<file path="config.mk">
export PLATFORM = sky130hd
export DESIGN_NAME = seg7_scan_ctrl
export DESIGN_NICKNAME = d
export VERILOG_FILES = /design/src/rtl/seg7_scan_ctrl.sv
export SDC_FILE = /design/constraint.sdc
export NUM_CORES = 1
export LEC_CHECK = 0
export BUFFER_PORTS_ARGS = -buffer_cell sky130_fd_sc_hd__buf_4
export CAP_MARGIN = 20
export CORE_UTILIZATION = 30
export CTS_CLUSTER_DIAMETER = 150
export CTS_CLUSTER_SIZE = 25
export DETAILED_ROUTE_END_ITERATION = 8
export GPL_TIMING_DRIVEN = 1
export MAX_ROUTING_LAYER = met4
export PLACE_DENSITY = 0.53
export SYNTH_ARGS = -nofsm -noshare
export SYNTH_HDL_FRONTEND = slang
export SYNTH_SLANG_ARGS = --single-unit
</file>
<file path="constraint.sdc">
create_clock -name clk -period 6.54 [get_ports clk]
set_input_delay 1.635 -clock clk [delete_from_list [all_inputs] [get_ports clk]]
set_output_delay 1.635 -clock clk [all_outputs]
set_load 0.01 [all_outputs]
</file>
<file path="src/rtl/seg7_scan_ctrl.sv">
// Time-multiplexed scan controller for a shared BCD-to-7-segment decoder.
// Drives anodes MSD-first with guard blanking, leading-zero RBI and frame-synchronous data commit.
module seg7_scan_ctrl #(
    parameter int DIGITS   = 4,
    parameter int TICK_DIV = 100000,
    parameter int GUARD    = 16
) (
    input  logic                      clk,
    input  logic                      rst_n,
    input  logic                      load,
    input  logic [4*DIGITS-1:0]       bcd_in,
    input  logic [DIGITS-1:0]         dp_in,
    input  logic                      lz_en,
    input  logic                      lamp_test,
    output logic [3:0]                bcd_out,
    output logic                      lt_n,
    output logic                      rbi_n,
    output logic                      bi_n,
    output logic [DIGITS-1:0]         an,
    output logic                      dp_n,
    output logic [$clog2(DIGITS)-1:0] digit_idx,
    output logic                      frame_start,
    output logic                      pending
);

    localparam int IW = $clog2(DIGITS);
    localparam int SW = $clog2(TICK_DIV);
    localparam logic [SW-1:0] S_LAST  = SW'(TICK_DIV - 1);
    localparam logic [SW-1:0] S_GUARD = SW'(GUARD);
    localparam logic [IW-1:0] IDX_TOP = IW'(DIGITS - 1);

    typedef enum logic {ST_GUARD, ST_SHOW} state_t;

    state_t              state, state_nx;
    logic [SW-1:0]       s, s_nx;
    logic [IW-1:0]       idx_nx;
    logic [4*DIGITS-1:0] disp_bcd, disp_bcd_nx, pend_bcd, pend_bcd_nx;
    logic [DIGITS-1:0]   disp_dp, disp_dp_nx, pend_dp, pend_dp_nx;
    logic                pending_nx;
    logic                lt_sync;
    logic                wrap, upper_zero;
    logic [3:0]          bcd_nx;
    logic                rbi_nx, dp_nx, bi_nx, fs_nx;
    logic [DIGITS-1:0]   an_nx;

    // Outputs are computed from the next slot position so the registered
    // outputs always line up with the registered s/digit_idx.
    always_comb begin
        wrap   = (s == S_LAST);
        s_nx   = wrap ? '0 : s + 1'b1;
        idx_nx = digit_idx;
        if (wrap)
            idx_nx = (digit_idx == '0) ? IDX_TOP : digit_idx - 1'b1;

        disp_bcd_nx = disp_bcd;
        disp_dp_nx  = disp_dp;
        pend_bcd_nx = pend_bcd;
        pend_dp_nx  = pend_dp;
        pending_nx  = pending;
        if (wrap && (digit_idx == '0) && (pending || load)) begin
            disp_bcd_nx = load ? bcd_in : pend_bcd;
            disp_dp_nx  = load ? dp_in  : pend_dp;
            pending_nx  = 1'b0;
        end else if (load) begin
            pend_bcd_nx = bcd_in;
            pend_dp_nx  = dp_in;
            pending_nx  = 1'b1;
        end

        state_nx = state;
        case (state)
            ST_GUARD: if (s_nx >= S_GUARD) state_nx = ST_SHOW;
            ST_SHOW:  if (s_nx == '0)      state_nx = ST_GUARD;
            default:  state_nx = ST_GUARD;
        endcase

        an_nx = '1;
        bi_nx = 1'b0;
        if (state_nx == ST_SHOW) begin
            an_nx[idx_nx] = 1'b0;
            bi_nx         = 1'b1;
        end

        upper_zero = 1'b1;
        for (int unsigned k = 0; k < DIGITS; k++)
            if ((k > 32'(idx_nx)) && (disp_bcd_nx[4*k +: 4] != 4'd0))
                upper_zero = 1'b0;

        bcd_nx = bcd_out;
        rbi_nx = rbi_n;
        if (s_nx == '0) begin
            bcd_nx = disp_bcd_nx[4*idx_nx +: 4];
            rbi_nx = (idx_nx == '0) | ~(lz_en & upper_zero);
        end

        dp_nx = ~((lt_sync & (state_nx == ST_SHOW)) | disp_dp_nx[idx_nx]);
        fs_nx = (s_nx == '0) && (idx_nx == IDX_TOP);
    end

    always_ff @(posedge clk or negedge rst_n) begin
        if (!rst_n) begin
            state       <= ST_GUARD;
            s           <= '0;
            digit_idx   <= IDX_TOP;
            disp_bcd    <= '0;
            disp_dp     <= '0;
            pend_bcd    <= '0;
            pend_dp     <= '0;
            pending     <= 1'b0;
            lt_sync     <= 1'b0;
            lt_n        <= 1'b1;
            an          <= '1;
            bi_n        <= 1'b0;
            rbi_n       <= 1'b1;
            bcd_out     <= '0;
            dp_n        <= 1'b1;
            frame_start <= 1'b0;
        end else begin
            state       <= state_nx;
            s           <= s_nx;
            digit_idx   <= idx_nx;
            disp_bcd    <= disp_bcd_nx;
            disp_dp     <= disp_dp_nx;
            pend_bcd    <= pend_bcd_nx;
            pend_dp     <= pend_dp_nx;
            pending     <= pending_nx;
            lt_sync     <= lamp_test;
            lt_n        <= ~lt_sync;
            an          <= an_nx;
            bi_n        <= bi_nx;
            rbi_n       <= rbi_nx;
            bcd_out     <= bcd_nx;
            dp_n        <= dp_nx;
            frame_start <= fs_nx;
        end
    end

endmodule

</file>
[Word level (Yosys, flattened, before mapping)]
Cells that the tools add are included.
Storage, ports and cells
  bits of input ports: 25
  output and inout port bits: 16
  register bits after elaboration: 75
Cells by class
  $lt $le $gt $ge: 6
  eq/ne operators: 2
  reductions and logical operators: 15
  muxes and demuxes: 21
  bitwise operators: 9
  shift-type cells: 1
  add/subtract/negate cells: 2
Operator list (count)
  16-bit two-way mux: 2
  17-bit by 1-bit adder with 17-bit output (second input constant): 1
  17-bit equality test (second input constant): 1
  17-bit by 5-bit >= comparator with 1-bit output (second input constant): 1
  17-bit zero test: 1
  17-bit two-way mux: 1
  16-bit by 5-bit variable part select with 4-bit output: 1
  4-bit two-way mux: 3
  4-bit nonzero test: 3
  1-bit two-way mux: 10
  1-bit logical AND: 7
  2-bit greater-than comparator (first input constant): 2
  2-bit zero test: 2
  2-bit two-way mux: 2
  1-bit NOT: 4
  4-bit NOT: 1
  2-bit by 3-bit less-than comparator with 1-bit output (second input constant): 1
  1-bit bitwise AND: 2
  1-bit binary-select mux with 2-bit select: 1
  1-bit demux with 2-bit select: 1
  2-bit equality test (second input constant): 1
  2-bit by 1-bit >= comparator with 1-bit output (second input constant): 1
  1-bit by 2-bit greater-than comparator with 1-bit output (first input constant): 1
  1-bit bitwise OR: 2
  4 further kinds: 4

[Depth between registers and ports, before layout]
  depth in word-level cells: 12
  depth in mapped cells: 11
  depth with buffers taken out: 9

[Least setup slack after synthesis]
Ideal clock, no wire load.
  path kind: input to register
  from: input port load
  to: register bcd_out[1]
  data required time: 6.415 ns
  buffers on the path: 2
  stages on the path: 7
  setup time: 0.125 ns
  slack: 3.063 ns
  arrival: 3.352 ns
  cell sequence: clkbuf_1 clkbuf_1 mux2_2 mux2_1 mux2i_1 mux2i_1 mux2_4
On the way
  cells in the longest elaborated chain, start to end: 4
  elaborated cells on any way between the ends: 5
RTL lines
  from (decl): line 10  | input logic load,
  1-bit logical OR: line 60  | if (wrap && (digit_idx == '0) && (pending || load)) begin
  1-bit logical AND: line 60
  16-bit two-way mux (*): line 60
  via disp_bcd_nx[5]: line 37  | logic [4*DIGITS-1:0] disp_bcd, disp_bcd_nx, pend_bcd, pend_bcd_nx;
  16-bit by 5-bit variable part select with 4-bit output (*): line 92  | bcd_nx = disp_bcd_nx[4*idx_nx +: 4];
  to (signal assigned): line 132  | bcd_out <= bcd_nx;
  to (decl): line 15  | output logic [3:0] bcd_out,
The timed path passes the listed nets; every way through them passes the cells marked *.
A chain may end at the register's enable or synchronous reset.

[Worst setup path after layout]
  from: input port load
  to: register pend_bcd[13]
On the way
  cells in the longest elaborated chain, start to end: 2
  elaborated cells on any way between the ends: 3
RTL lines
  1-bit logical OR: line 60
  1-bit logical AND: line 60
  to (signal assigned): line 124  | pend_bcd <= pend_bcd_nx;
  to (decl): line 37
Several ways; a longest one is shown, not always the timed one.

==> impl_metrics.yaml <==
grt:
  grt_pass1_wl_mm: 12.7
  grt_pass1_vias: 2380
  overflow: 0
  grtUsageTotal_pct: 13.4
  grt_max_degree: 75
  antenna_found_initial: 0
worst_setup_path:
  cp.arrival_ns: 3.86
  critPathKind: "input pin to flop"
  rr_startpoint: "s[0]"
  worstReg2RegEnd: "pend_bcd[13]"
  r2r_cells: 7
  r2r_slack_ns: 3.34
  required_ns: 6.76
  end_kind: "flop"
  crit_path_start_kind: "input pin"
  path_max_fanout: 26
route:
  wl_mm: 7.66
  avgRoutedWirePerCell_um: 15.0
  post-route-drc-count: 0
  vias: 2343
  routed_via_density: 4.59
  postRouteAntennaNets: 0
  drt-pass1-iter-count: 4
  drtIter0Drc: 112
yosys:
  syn-cell-area_sq_um: 3760
  synth_enable_flop_cells: 0
  synthCells: 305
  ys_async_sr_fraction_pct: 100
  ys_warn_count: 0
  ys.flop_type: "dfrtp_1"
  syn-num-nets: 332
  ys_types: 46
  ys_seq_elements: 74
  syn_avg_cell_area_sq_um: 12.3
  seq_area_frac_synth_pct: 49.6
floorplanning:
  dieWidth_um: 114
  core_area_sq_um: 12100
  die_h_um: 114
  rows: 40
  io_pins: 41
  initial_utilization_pct: 31.0
  die_area_sq_um: 13000
sta:
  rsz0062_at_grt: "false"
  fmax_mhz: 275
  fin_skew_ns: 0.00633
  report.final.slew_viol_count: 0
  period_share_pct: 55.6
  setup_tns_ns: 0
  slew_headroom_pct: 29.3
  finalHoldViolations: 0
  worst_pin_slew_ns: 1.06
  period_needed_ns: 3.64
  finalSetupViolCount: 0
layout:
  antenna_cells: 0
  layout_commonest_cell: "dfrtp_1"
  multi_input_area_sq_um: 1760
  instances_no_fill: 511
  final_cell_mix: "dfrtp_1, mux2_2, buf_4, mux2i_1, nand2_1"
  final-seq-area_sq_um: 1860
  layout.nets: 365
  fillers: 1204
  postLayoutCoreUtil_pct: 36.9
  syn_to_final_growth_pct: 18.9
  drive_above_1_share_pct: 37.9
placement:
  port_buffers: 40
  dp_cells: 495
  hpwlAfterDp_mm: 5.25
  gp_congestion: 0.795
worst_hold_path:
  hold_depth: 1
  min_to: "lt_n"
  hold_path_class: "flop to flop"
  min_from: "lt_sync"
pwr:
  power_mw: 1.04
  power.density_nw_per_um2: 232
  total_leakage_power_nw: 1.98
  vdd_drop_max_uv: 113
clock_network:
  cts_buffers: 9
  ctsHoldBuffers: 0
  cts_setup_buffers: 0
  clk_pin_slew_ns: 0.06
  cts_tree: "done"
  cts-htree-levels: 3
  clock-sinks: 74
  cts_buffer_depth: 2
  root_buffer: "clkbuf_16"
  cts.repair.resized: 0
  worst_skew_pair.late_latency_ns: 0.33
outcome:
  status: "completed"
job:
  drv_cap: 0
-- registers in the layout, summed over array words and instances, names as in the netlist, 2 cells and up --
name	flops
disp_bcd	16
disp_dp	4
bcd_out	4
s	17
pend_dp	4
an	4
pend_bcd	16
digit_idx	2
-- worst max-delay path: stages --
cell and delay (ns):
buf_4 0.28, nor2_1 0.14, nor3b_4 0.19, buf_4 0.32
nand2b_1 0.86, mux2_2 0.42
-- cell families after synthesis --
group / synth area share (%)
simple gates: 13.6
compound gates: 3.59
buf+inv: 3.76
xor+xnor: 4.43
flops: 49.6
fa+ha+maj: 0.665
mux: 24.4
-- report_power, final --
group	leakage (nW)	switching (mW)	total [mW]	internal, mW
clock	0.149	0.195	0.501	0.306
combinational	0.904	0.0265	0.0577	0.0312
sequential	0.930	0.00728	0.479	0.472
total	1.98	0.229	1.04	0.809
-- synth_stat cells, types with 2 or more instances --
cell type	instances	area [sq um]
nor2_1	14	52.6
buf_6	3	33.8
nand3_1	10	50.1
nand2b_1	4	25.0
mux2_4	4	60.1
nor4_1	5	31.3
mux2i_1	17	170
dfstp_2	9	236
xor2_1	8	70.1
nand2_1	16	60.1
nand4_1	3	18.8
nor3_4	2	32.5
inv_1	6	22.5
o22ai_1	2	12.5
dfrtp_1	65	1630
mux2_2	49	552
xnor2_1	11	96.3
mux2_1	12	135
and4bb_1	2	25.0
ha_1	2	25.0
o21ai_0	5	25.0
buf_2	5	25.0
clkbuf_1	7	26.3
inv_2	2	7.51
nor3_1	8	40.0
and3_1	5	31.3
or4_1	2	15.0
o21ai_1	2	10.0
and4_1	3	26.3
buf_4	3	22.5
a31oi_1	2	12.5
a21oi_1	3	15.0
-- worst max-delay path by stage --
stage | startpoint | to | slack, ns | cells past startpoint
finish | load | pend_bcd[13] | 2.90 | 6
global route | load | pend_bcd[13] | 2.74 | 6
CTS | load | pend_bcd[12] | 2.87 | 6
detailed placement | load | pend_bcd[13] | 2.50 | 6
global placement | load | pend_bcd[13] | 2.52 | 6
floorplan | load | bcd_out[1] | 3.06 | 7
-- final cells by class --
cell class | count | share of cell area (%)
clock buffers | 10 | 5.35
repair buffers | 41 | 6.88
multi-input cells | 204 | 39.3
flip-flops and latches | 74 | 41.7
clock inverters | 6 | 1.46
inverters | 8 | 0.672
well taps | 168 | 4.70
-- metal layers --
layer	share of wire [%]	global-route usage, %
met3	3.5	3.13
met2	42	18.0
met4	1.5	6.23
met1	53	18.9
met5	0	-
-- through the flow --
| stage | instance area (sq um) | worst slack, ns | hold WS (ns) |
|---|---|---|---|
| 4_1_cts | 4470 | 2.87 | 0.429 |
| 5_1_grt | 4470 | 2.74 | 0.440 |
| 6_report | 4470 | 2.90 | 0.411 |
| 3_5_place_dp | 4170 | 2.50 | 0.421 |
| 3_3_place_gp | 4170 | 2.52 | 0.424 |
| 2_1_floorplan | 3760 | 3.06 | 0.361 |
(Power assumes the default switching activity.)
